<file path="config.mk">
export PLATFORM = sky130hd
export DESIGN_NAME = hdb3_vdet
export DESIGN_NICKNAME = d
export VERILOG_FILES = /design/src/rtl/hdb3_pkg.sv /design/src/rtl/hdb3_err_cnt.sv /design/src/rtl/hdb3_vdet.sv
export SDC_FILE = /design/constraint.sdc
export NUM_CORES = 1
export LEC_CHECK = 0
export BUFFER_PORTS_ARGS = -buffer_cell sky130_fd_sc_hd__buf_4
export CORE_MARGIN = 4
export CORE_UTILIZATION = 45
export CTS_CLUSTER_SIZE = 16
export DETAILED_ROUTE_END_ITERATION = 8
export PLACE_DENSITY_LB_ADDON = 0.1
export SETUP_SLACK_MARGIN = 0.02
export SLEW_MARGIN = 30
export SYNTH_ARGS = -nofsm -noshare
export SYNTH_HDL_FRONTEND = slang
export SYNTH_SLANG_ARGS = --single-unit
</file>
<file path="constraint.sdc">
create_clock -name clk -period 3.88 [get_ports clk]
set_clock_uncertainty 0.1 [all_clocks]
set_input_delay 0.776 -clock clk [delete_from_list [all_inputs] [get_ports clk]]
set_output_delay 0.776 -clock clk [all_outputs]
set_load 0.02 [all_outputs]
</file>
<file path="src/rtl/hdb3_pkg.sv">
// rtl/hdb3_pkg.sv - shared HDB3 symbol codes, polarity enum and helpers
package hdb3_pkg;

  // Symbol codes passed between encoder, front-end and V/B deletion stage
  localparam logic [1:0] HDB3_ZERO = 2'b00;
  localparam logic [1:0] HDB3_MARK = 2'b01;
  localparam logic [1:0] HDB3_V    = 2'b11;

  // Polarity of the last seen pulse (NONE until the first pulse after reset)
  typedef enum logic [1:0] {
    NONE = 2'b00,
    POS  = 2'b01,
    NEG  = 2'b10
  } pol_e;

  // Polarity of a single-rail pulse; only meaningful when exactly one rail is high
  function automatic pol_e rail_pol(input logic p);
    return p ? POS : NEG;
  endfunction

endpackage

</file>
<file path="src/rtl/hdb3_err_cnt.sv">
// rtl/hdb3_err_cnt.sv - saturating line-code error counter
module hdb3_err_cnt #(
  parameter int W = 16
) (
  input  logic         clk,
  input  logic         rst_n,
  input  logic         inc,
  output logic [W-1:0] cnt
);

  // Count one per flagged cycle, sticking at all-ones; only reset clears it
  always_ff @(posedge clk or negedge rst_n) begin
    if (!rst_n) begin
      cnt <= '0;
    end else if (inc && (cnt != '1)) begin
      cnt <= cnt + 1'b1;
    end
  end

endmodule

</file>
<file path="src/rtl/hdb3_vdet.sv">
// rtl/hdb3_vdet.sv - HDB3 dual-rail receive front-end with V detection (HDB3_VDET_ERRCNT_EN adds err_cnt)
module hdb3_vdet
  import hdb3_pkg::*;
#(
  parameter int ZRUN_MAX = 3
`ifdef HDB3_VDET_ERRCNT_EN
  ,
  parameter int ERRCNT_W = 16
`endif
) (
  input  logic                clk,
  input  logic                rst_n,
  input  logic                in_valid,
  input  logic                p_in,
  input  logic                n_in,
  output logic [1:0]          code,
  output logic                code_valid,
  output logic                rail_err,
  output logic                zrun_err,
  output logic                valt_err
`ifdef HDB3_VDET_ERRCNT_EN
  ,
  output logic [ERRCNT_W-1:0] err_cnt
`endif
);

  // Zero-run counter saturates one past the legal maximum so the error fires once per run
  localparam int            ZW    = $clog2(ZRUN_MAX + 2);
  localparam logic [ZW-1:0] ZLAST = ZW'(ZRUN_MAX);
  localparam logic [ZW-1:0] ZSAT  = ZW'(ZRUN_MAX + 1);

  pol_e          last_pol, last_pol_nxt;
  pol_e          last_v, last_v_nxt;
  pol_e          pp;
  logic [ZW-1:0] zrun, zrun_nxt;
  logic [1:0]    code_nxt;
  logic          rail_nxt, zrun_err_nxt, valt_nxt;

  // Classify the incoming bit period and derive next line-code state
  always_comb begin
    last_pol_nxt = last_pol;
    last_v_nxt   = last_v;
    zrun_nxt     = zrun;
    code_nxt     = HDB3_ZERO;
    rail_nxt     = 1'b0;
    zrun_err_nxt = 1'b0;
    valt_nxt     = 1'b0;
    pp           = rail_pol(p_in);
    if (in_valid) begin
      if (p_in && n_in) begin
        // Rail clash: report it but leave all tracking state alone
        rail_nxt = 1'b1;
      end else if (!p_in && !n_in) begin
        if (zrun != ZSAT) begin
          zrun_nxt = zrun + 1'b1;
          if (zrun == ZLAST) begin
            zrun_err_nxt = 1'b1;
          end
        end
      end else begin
        zrun_nxt     = '0;
        last_pol_nxt = pp;
        if (last_pol == pp) begin
          // Same polarity as previous pulse: bipolar violation
          code_nxt   = HDB3_V;
          last_v_nxt = pp;
          if (last_v == pp) begin
            valt_nxt = 1'b1;
          end
        end else begin
          code_nxt = HDB3_MARK;
        end
      end
    end
  end

  // Tracking state: polarity history and zero-run length
  always_ff @(posedge clk or negedge rst_n) begin
    if (!rst_n) begin
      last_pol <= NONE;
      last_v   <= NONE;
      zrun     <= '0;
    end else begin
      last_pol <= last_pol_nxt;
      last_v   <= last_v_nxt;
      zrun     <= zrun_nxt;
    end
  end

  // Registered outputs; code holds across idle cycles, pulses last one cycle
  always_ff @(posedge clk or negedge rst_n) begin
    if (!rst_n) begin
      code       <= HDB3_ZERO;
      code_valid <= 1'b0;
      rail_err   <= 1'b0;
      zrun_err   <= 1'b0;
      valt_err   <= 1'b0;
    end else begin
      code_valid <= in_valid;
      rail_err   <= rail_nxt;
      zrun_err   <= zrun_err_nxt;
      valt_err   <= valt_nxt;
      if (in_valid) begin
        code <= code_nxt;
      end
    end
  end

`ifdef HDB3_VDET_ERRCNT_EN
  logic err_any;

  // Any reported error pulse advances the counter
  always_comb begin
    err_any = rail_err | zrun_err | valt_err;
  end

  hdb3_err_cnt #(
    .W(ERRCNT_W)
  ) u_err_cnt (
    .clk  (clk),
    .rst_n(rst_n),
    .inc  (err_any),
    .cnt  (err_cnt)
  );
`endif

endmodule
</file>
==> impl_metrics.tcl <==
set metrics [dict create \
    avgSynthCellArea_sq_um 10.0 \
    initialDrtViolationCount 8 \
    dpl.cell_count 87 \
    io_pins 11 \
    cts_buffer_depth 2 \
    r2r_slack_ps 2430 \
    cp.arrival_ps 1870 \
    rsz0062_at_grt "false" \
    yosysSeqAreaShare_pct 52.3 \
    fin_setup_tns_ps 0 \
    vias 455 \
    start_util_pct 47.8 \
    post_cts_resized 0 \
    totalWireLength_microns 1040 \
    ys_warn_count 0 \
    p_seq_share_pct 54.8 \
    endpoint_kind "register" \
    maxCapViolCount 0 \
    grt_pass1_wl_microns 1760 \
    synth_ff_type "dfrtp_1" \
    fin_nets 87 \
    area_growth_pct 19.3 \
    hpwl_microns 796 \
    cts_hold_buf 0 \
    synth.most_common_cell "dfrtp_1" \
    die_h_microns 45.2 \
    fp.coreArea_sq_mm 0.00130 \
    wl_per_cell_microns 11.4 \
    syn_nets 72 \
    hp-class "input port to asynchronous set/reset pin" \
    critical_path_class "input port to register" \
    post_cts.repair.setup_buffers 0 \
    antenna_found_initial 0 \
    gp_congestion 0.761 \
    synth_top_area_cell "dfrtp_1" \
    maxSlewHeadroom_pct 75.5 \
    instances_no_fill 91 \
    netlist_top_cells_count "dfrtp_1 (13), inv_1 (10), nand2_1 (8)" \
    grt_pass1_vias 433 \
    synth_edf_count 0 \
    drc_errors 0 \
    fillers 118 \
    worstReg2RegEnd "zrun[0]$_DFFE_PN0P_" \
    cts_root_buf "clkbuf_4" \
    grt_max_degree 14 \
    max_slew.worst_pin.slew_ps 362 \
    p_comb_share_pct 17.5 \
    period_share_pct 47.2 \
    report.final.slew_viol_count 0 \
    diodes 0 \
    finalPower_w 0.000290 \
    setup_violations 0 \
    synthArstFlopShare_pct 100 \
    finalCriticalPeriod_ps 1830 \
    reg2reg_depth 5 \
    cp-startpoint "p_in" \
    grt_usage_pct 12.3 \
    synthCells 62 \
    cp.required_ps 3920 \
    outcome "finished clean" \
    h-tree-depth 1 \
    internal_power_w 0.000210 \
    synth_top_area_share_pct 52.3 \
    cts_buffers 3 \
    cts.sinks 13 \
    ys_types 19 \
    num_rows 13 \
    drive_gt1_share_pct 18.4 \
    drt_first_pass_iters 4 \
    die_area_sq_mm 0.00204 \
    reg2reg_from "zrun[0]$_DFFE_PN0P_" \
    ys_ff_latch 13 \
    clk_latency_ps 270 \
    sw_frac_of_total_pct 27.6 \
    pwr-share-clk_pct 27.7 \
    cts_tree "done" \
    worstSetupStartpointType "input port" \
    synth.area.top_cells "dfrtp_1 (52%), ha_1 (10%), inv_1 (6.0%)" \
    fp.dieW_microns 45.2 \
    p_sw_w 0.0000802 \
    synth_area_sq_um 622 \
    hold_violations 0 \
    antenna_left 0 \
    io_buffers 10 \
    routed_via_density 5.00 \
    peakVddDrop_mv 0.253 \
    critPathMaxFanout 7 \
    fmax_ghz 0.546 \
    overflow 0 \
    p_per_area_mw_per_mm2 391 \
    path_clk_slew_ps 70 \
    leakage_nw 0.351 \
]
## per-stage QoR
| step | util (%) | instance area (sq um) | setup slack, ps | hold slack, ps |
|---|---|---|---|---|
| 6_report | 57.0 | 742 | 2050 | 231 |
| 2_1_floorplan | - | 622 | 2100 | 380 |
| 4_1_cts | 57.0 | 742 | 2030 | 223 |
| 5_1_grt | 57.0 | 742 | 1950 | 222 |
| 3_3_place_gp | 55.0 | 716 | 1900 | 412 |
| 3_5_place_dp | 55.0 | 716 | 1780 | 417 |
## power by group through the flow
stage | Combinational, W | Sequential, W | Clock [W]
after floorplan | 0.0000280 | 0.000164 | 0
after global placement | 0.0000504 | 0.000161 | 0
after detailed placement | 0.0000515 | 0.000162 | 0
after CTS | 0.0000517 | 0.000159 | 0.0000862
after global routing | 0.0000578 | 0.000161 | 0.0000922
final | 0.0000509 | 0.000159 | 0.0000804
## critical path, stage by stage
cell and delay (ps):
buf_4 140, ha_1 190, nand2b_1 210, nand2b_1 210, o311ai_0 350
## flip-flops by register name, indices dropped and copies added (netlist names)
signal	cells
zrun	3
code	2
last_pol	2
last_v	2
code_valid	1
rail_err	1
valt_err	1
zrun_err	1
## cell families after synthesis
family / Yosys count / synth area share [%]
AND/OR/NAND/NOR: 20 / 17.5
AO/OA/AOI/OAI: 14 / 14.1
flip-flops: 13 / 52.3
buffers and inverters: 10 / 6.04
adder cells (fa/ha/maj): 5 / 10.1
## routing by layer
layer	vias to the layer above	global-route usage, %	share of wire [%]
met5	-	0	0
met4	0	9.94	2.2
met3	6	2.79	4.3
met2	10	19.5	49
met1	199	14.1	45
li1	240	-	-
## layout by cell type (no fill, tap or decap)
cell type	n
a211o_1	1
a21oi_1	4
a21oi_2	1
a22o_1	1
and2_1	1
buf_4	10
clkbuf_1	1
clkbuf_4	3
dfrtp_1	13
ha_1	5
inv_1	10
nand2_1	8
nand2b_1	2
nand3_1	2
nand3b_1	1
nand4_1	2
nand4b_1	2
nor2_1	1
o211ai_1	1
o21ai_0	5
o311ai_0	1
or3b_1	1
## area by class of cell
cell class | instances | area (sq um) | share of cell area [%]
Clock buffer | 4 | 26.3 | 3.54
Inverter | 10 | 37.5 | 5.06
Multi-Input combinational cell | 39 | 259 | 34.9
Sequential cell | 13 | 325 | 43.8
Tap cell | 15 | 18.8 | 2.53
Timing Repair Buffer | 10 | 75.1 | 10.1
## worst max-delay path by stage
| stage | slack (ps) | cells after the start | to |
|---|---|---|---|
| 2_1_floorplan | 2100 | 4 | zrun[0]$_DFFE_PN0P_ |
| 5_1_grt | 1950 | 5 | zrun[0]$_DFFE_PN0P_ |
| 3_3_place_gp | 1900 | 5 | zrun[0]$_DFFE_PN0P_ |
| 3_5_place_dp | 1780 | 5 | zrun[0]$_DFFE_PN0P_ |
| 6_report | 2050 | 5 | zrun[0]$_DFFE_PN0P_ |
| 4_1_cts | 2030 | 5 | zrun[0]$_DFFE_PN0P_ |
No activity file was read; power rests on OpenSTA's default activity.
